**src/rtl/pixel_clk_pkg.sv**
```systemverilog
// Shared constants for the fractional-N pixel timing generator.
package pixel_clk_pkg;

    localparam int unsigned ACC_W = 32;

    localparam logic [ACC_W-1:0] INC_25M175 = 32'd1081258017;
    localparam logic [ACC_W-1:0] INC_25M000 = 32'h4000_0000;
    localparam logic [ACC_W-1:0] INC_MAX    = {1'b0, {(ACC_W-1){1'b1}}};

endpackage

```
**src/rtl/pixel_tick_gen.sv**
```systemverilog
// Phase-accumulator pixel strobe / pixel clock generator with a glitch-free,
// period-boundary increment update path.
module pixel_tick_gen
    import pixel_clk_pkg::*;
#(
    parameter int unsigned      ACC_W       = pixel_clk_pkg::ACC_W,
    parameter logic [ACC_W-1:0] DEFAULT_INC = INC_25M175
) (
    input  logic             clk_in,
    input  logic             reset,
    input  logic             enable,
    input  logic             sync,
    input  logic [ACC_W-1:0] cfg_inc,
    input  logic             cfg_valid,
    output logic             cfg_ready,
    output logic             cfg_err,
    output logic             pix_ce,
    output logic             clk_pix,
    output logic [ACC_W-1:0] inc_active
);

    logic [ACC_W-1:0] acc_q, acc_d;
    logic [ACC_W-1:0] inc_q, inc_d;
    logic [ACC_W-1:0] pend_q, pend_d;
    logic             pend_vld_q, pend_vld_d;
    logic             pix_ce_q, pix_ce_d;
    logic             clk_pix_q, clk_pix_d;
    logic             cfg_err_q, cfg_err_d;
    logic             cfg_ready_q, cfg_ready_d;

    logic [ACC_W:0]   sum;
    logic             carry;
    logic             boundary;
    logic             xfer;

    // Next-state: accumulate, apply pending increment at a boundary, accept requests.
    always_comb begin
        sum        = {1'b0, acc_q} + {1'b0, inc_q};
        acc_d      = acc_q;
        carry      = 1'b0;
        inc_d      = inc_q;
        pend_d     = pend_q;
        pend_vld_d = pend_vld_q;
        cfg_err_d  = 1'b0;

        if (sync) begin
            acc_d = '0;
        end else if (enable) begin
            acc_d = sum[ACC_W-1:0];
            carry = sum[ACC_W];
        end

        // Any point where swapping the increment cannot shorten a pixel period.
        boundary = carry || !enable || (inc_q == '0) || sync;
        xfer     = cfg_valid && cfg_ready_q;

        if (pend_vld_q && boundary) begin
            inc_d      = pend_q;
            pend_vld_d = 1'b0;
        end

        // xfer and apply are exclusive: xfer needs an empty pending slot.
        if (xfer) begin
            if (cfg_inc[ACC_W-1]) begin
                cfg_err_d = 1'b1;
            end else begin
                pend_d     = cfg_inc;
                pend_vld_d = 1'b1;
            end
        end

        pix_ce_d    = carry;
        clk_pix_d   = acc_d[ACC_W-1];
        cfg_ready_d = !pend_vld_d;
    end

    always_ff @(posedge clk_in) begin
        if (reset) begin
            acc_q       <= '0;
            inc_q       <= DEFAULT_INC;
            pend_q      <= '0;
            pend_vld_q  <= 1'b0;
            pix_ce_q    <= 1'b0;
            clk_pix_q   <= 1'b0;
            cfg_err_q   <= 1'b0;
            cfg_ready_q <= 1'b1;
        end else begin
            acc_q       <= acc_d;
            inc_q       <= inc_d;
            pend_q      <= pend_d;
            pend_vld_q  <= pend_vld_d;
            pix_ce_q    <= pix_ce_d;
            clk_pix_q   <= clk_pix_d;
            cfg_err_q   <= cfg_err_d;
            cfg_ready_q <= cfg_ready_d;
        end
    end

    assign cfg_ready  = cfg_ready_q;
    assign cfg_err    = cfg_err_q;
    assign pix_ce     = pix_ce_q;
    assign clk_pix    = clk_pix_q;
    assign inc_active = inc_q;

endmodule

```
**config.mk**
```make
export PLATFORM = sky130hd
export DESIGN_NAME = pixel_tick_gen
export DESIGN_NICKNAME = d
export VERILOG_FILES = /design/src/rtl/pixel_clk_pkg.sv /design/src/rtl/pixel_tick_gen.sv
export SDC_FILE = /design/constraint.sdc
export NUM_CORES = 1
export LEC_CHECK = 0
export CAP_MARGIN = 30
export CORE_UTILIZATION = 35
export DETAILED_ROUTE_END_ITERATION = 10
export PLACE_DENSITY = 0.6
export SLEW_MARGIN = 40
export SYNTH_ARGS = -nofsm -noshare
export SYNTH_HDL_FRONTEND = slang
export SYNTH_SLANG_ARGS = --single-unit
```
**constraint.sdc**
```tcl
create_clock -name clk_in -period 3.1 [get_ports clk_in]
set_clock_uncertainty 0.15 [all_clocks]
set_input_delay 0.93 -clock clk_in [delete_from_list [all_inputs] [get_ports clk_in]]
set_output_delay 0.93 -clock clk_in [all_outputs]
set_load 0.005 [all_outputs]
```
# After elaboration in Yosys (flattened, before gate mapping)
# Cells that the tools add are included.
# totals
ff_bits,98
in_bits,37
output_inout_bits,36
elab_cells,28
# classes
addsub,1
mux,6
bitwise,2
reduce_logical,11
# ops
op,count
32-bit by 31-bit adder with 33-bit output,1
32-bit logical NOT,1
1-bit 2-to-1 mux,6
2-bit OR reduction,2
1-bit logical OR,3
1-bit logical AND,2
1-bit logical NOT,2
1-bit NOT,2
2-bit AND reduction,1

# Longest topological paths before layout
# logic_depth
depth_word,11
depth_mapped,11
mapped_depth_nobuf,10

# Worst setup path before layout
# No wires, ideal clock.
# synth_timing
path_kind,register to register
start,register inc_q[0] (netlist: inc_active[0])
end,register inc_q[10] (netlist: inc_active[10])
setup_ns,0.070
arrival_time_ns,2.812
t_required_ns,2.880
setup_slack_ns,0.068
stages_incl_launch_ff,12
n_path_buf,1
period_less_slack_ns,3.032
cell_sequence,dfxtp_1 ha_1 fa_1 a21o_1 nand4_1 a2111oi_2 nor3b_1 a2111oi_4 o21ai_1 clkbuf_1 nand3_1 a21oi_1
# synth_via
elab_chain_len,7
elab_cells_between_ends,8
classes_between,1 x add/sub; 2 x mux; 5 x reduce/logical
# synth_lines
item,line_no,rtl
from (decl),pixel_tick_gen.sv:23,"logic [ACC_W-1:0] inc_q, inc_d;"
from (signal assigned),pixel_tick_gen.sv:89,inc_q <= inc_d;
32-bit by 31-bit adder with 33-bit output,pixel_tick_gen.sv:38,"sum = {1'b0, acc_q} + {1'b0, inc_q};"
1-bit 2-to-1 mux,pixel_tick_gen.sv:48,end else if (enable) begin
1-bit 2-to-1 mux,pixel_tick_gen.sv:46,if (sync) begin
1-bit logical OR,pixel_tick_gen.sv:54,boundary = carry || !enable || (inc_q == '0) || sync;
1-bit logical OR (*) (2 in a row),pixel_tick_gen.sv:54,
1-bit logical AND (*),pixel_tick_gen.sv:57,if (pend_vld_q && boundary) begin
# Mark *: on every way between the ends. The rest lies on a longest branch, timed or not.
# A chain may end at the register's enable or synchronous reset.

# Final worst setup path
# layout_timing
start,register acc_q[0]
end,register inc_q[3] (netlist: inc_active[3])
# layout_via
elab_chain_len,7
# layout_lines
item,line_no,rtl
from (decl),pixel_tick_gen.sv:22,"logic [ACC_W-1:0] acc_q, acc_d;"
from (signal assigned),pixel_tick_gen.sv:79,acc_q <= '0;
from (signal assigned),pixel_tick_gen.sv:88,acc_q <= acc_d;
32-bit by 31-bit adder with 33-bit output,pixel_tick_gen.sv:38,
1-bit 2-to-1 mux,pixel_tick_gen.sv:48,
1-bit 2-to-1 mux,pixel_tick_gen.sv:46,
1-bit logical OR (3 in a row),pixel_tick_gen.sv:54,
1-bit logical AND,pixel_tick_gen.sv:57,
# No other way between the ends.

==> results.tsv <==
stage	metric	value	unit
sta	slew_headroom	60.5	%
routing	detail_route.wl_per_cell	16.8	um
sta	maxClockFrequency	0.337	GHz
synth	synthArstFlopShare	0	%
power_and_ir_drop	worst_vdd_drop	0.274	mV
cts	clock_tree_from_tritoncts	built	
synth	synth_cell_types	56	
place	port_buf_inserts	71	
synth	yosysSeqAreaShare	37.7	%
routing	first_pass_iters	5	
place	preCtsSetupSlack	-0.104	ns
routing	drt-vias-per-instance	5.54	
floorplan	design.die.area	15400	um2
floorplan	fp.coreArea	14500	um2
floorplan	fp-row-count	44	
cts	maximum_clock_path_buffer_count	2	
grt	grt_max_degree	56	
setup_path	slowest_delay	0.40	ns
synth	synthesis.area_per_instance	7.97	um2
floorplan	horizontal_die_dimension	124	um
synth	synth.ff_latch_count	98	
sta	grt_setup_unrepaired	false	
final_layout	share_of_final_layout_standard_cells_stronger_than_drive_strength_1	11.9	%
synth	synthesis.instances	653	
sta	post-route-worst-setup-slack	0.129	ns
setup_path	timing_worst_setup_path_type	register to register	
run_status	run_status	finished clean	
setup_path	data_arrival_critical_path	3.10	ns
cts	clock_pin_slew_on_the_worst_setup_and_hold_paths	0.07	ns
final_layout	fillers	1461	
final_layout	design_area	6840	um2
sta	tightest_slew	0.586	ns
final_layout	most-common-layout-cells	94 x sky130_fd_sc_hd__dfxtp_1, 86 x sky130_fd_sc_hd__a21oi_1, 79 x sky130_fd_sc_hd__nand2_1	
grt	antenna_violations_before_repair	0	
grt	first_pass_grt_wire_length	24.1	mm
routing	highest_layer	met4	
cts	cts_buffers	9	
routing	detail_route.wirelength	15.6	mm
floorplan	starting_density	35.8	%
sta	finalSetupViolCount	0	
floorplan	die_h	124	um
flow_run	max_cap_violations	0	
power_and_ir_drop	power.total	0.00281	W
place	post_dp_cell_area	6340	um2
cts	clock_sink_count	98	
setup_path	critPathRequiredTime	3.22	ns
synth	syn-num-nets	722	
sta	timing_max_transition_violations_final	0	
routing	final_antenna_violating_net_count	0	
synth	synth-warning-count	0	
setup_path	worstPathCellList	ha_4, fa_2, a21o_1, nand4_1, a2111oi_4, nor3b_2, a2111oi_4, buf_6, buf_6, o21ai_4, clkbuf_16, nand3_1, a21oi_1	
power_and_ir_drop	power-per-cell-area	411	nW/um2
setup_path	startpoint_type	register	
place	dp_hpwl	11.3	mm
setup_path	critical_path_capture_point_type	register	
routing	remaining_drcs	0	
cts	cts_root_buffer	sky130_fd_sc_hd__clkbuf_16	
grt	grt_remaining_overflow	0	
final_layout	mostFrequentLayoutCell	sky130_fd_sc_hd__dfxtp_1	
sta	hold_viol	0	
min_path	worstHoldPathType	register to register	
setup_path	maximum_fanout_along_the_worst_path	8	
floorplan	pin_count	73	
synth	synth_edf_count	0	
grt	grt_pass1_vias	4641	
final_layout	areaGrowthSynthToFinish	31.4	%
power_and_ir_drop	leakage	2.76	nW
sta	minimum_period_implied_by_the_final_worst_setup_slack	2.97	ns
routing	met2WireLength	7.18	mm
synth	syn-cell-area	5210	um2
final_layout	num-nets-final	811	
final_layout	antenna_cells_inserted	0	
routing	met3RoutedLength	978	um
synth	synth-main-ff-cell	sky130_fd_sc_hd__dfxtp_1	
sta	finalCritPeriodShare	95.8	%
place	place.gp.congestion	0.967	
cts	htree_num_levels	3	
routing	routedLengthMet1	7.17	mm
routing	detail_route.iter0.violations	367	
routing	vias_after_detailed_routing	5146	
cts	worst_skew_pair.late_latency	0.35	ns
grt	global_route.usage.total	20.5	%
setup_path	critPathSlowestCell	sky130_fd_sc_hd__fa_2	
cts	cts_hold_buffers	0	
kinds of logic after synthesis:
family,after synthesis,synth area share (%)
and+or+nand+nor,224,19.6
AOI/OAI and AO/OA,208,24.2
DFF,98,37.7
buffers and inverters,53,3.94
adders and majority gates,32,7.83
xor gates and xnor gates,20,3.36
muxes,17,3.29
other,1,0.0720
state kept, by name, summed over array words and instances, names as in the netlist:
register and count:
acc_q 32, cfg_err 1, cfg_ready 1, inc_active 31, pend_q 31, pend_vld_q 1, pix_ce 1
metal layers:
layer,GRT usage (%),vias up
li1,-,2545
met1,29.2,2400
met2,31.5,177
met3,2.66,24
met4,7.44,0
met5,0,-
synthesized netlist by cell type (all sizes together), types with 7 or more instances:
master	instances	share of area, %
nand4	12	1.4
buf	9	0.77
clkbuf	31	2.2
a21o	21	3.0
nand2	79	5.7
inv	12	0.86
mux2i	16	3.1
a211oi	7	1.0
o21ai	51	4.9
nand3	52	5.0
a21oi	87	8.4
xnor2	16	2.7
nor2	50	3.6
nor4	8	0.96
dfxtp	98	38
ha	31	7.4
final cells by class:
class / count / area, um2 / share of cell area (%)
inverters: 13 / 48.8 / 0.713
flip-flops and latches: 98 / 1970 / 28.7
clock inverters: 4 / 52.6 / 0.768
multi-input cells: 502 / 3140 / 46.0
well taps: 184 / 230 / 3.37
repair buffers: 118 / 1160 / 17.0
clock buffers: 10 / 239 / 3.49
worst paths after layout:
check                   from  cells after the start  slack (ns)            end
setup / recovery    acc_q[0]                     13        0.13  inc_active[3]
hold / removal    pend_q[12]                      2        0.30     pend_q[12]
setup reg to reg    acc_q[0]                     13        0.13  inc_active[3]
hold reg to reg   pend_q[12]                      2        0.30     pend_q[12]
stage by stage:
step,TNS [ns],hold WS (ns),instances,util (%)
detailed placement,-0.466,0.294,909,43.6
global placement,-0.0779,0.293,909,43.6
CTS,0,0.303,924,45.8
floorplan,0,0.283,653,-
global route,0,0.321,929,47.1
finish,0,0.302,929,47.1
critical path, delay by kind of cell (launching register included):
family          cells  cell delay, ns
compound gates      5            0.84
fa+ha+maj           2            0.56
simple gates        3            0.51
buf+inv             3            0.48
flops               1            0.34
power by group:
part / switching, W / leakage [nW] / total [W] / internal, W
combinational: 0.000189 / 1.81 / 0.000352 / 0.000163
clock: 0.000488 / 0.145 / 0.00113 / 0.000642
sequential: 0.0000309 / 0.797 / 0.00133 / 0.00130
timing repair:
item	CTS	global route
setup endpoints to repair	31	40
resized for setup	3	24
gates cloned	0	4
buffers inserted	1	2
pin swaps	2	10
Power figures use the tool's default switching activity.
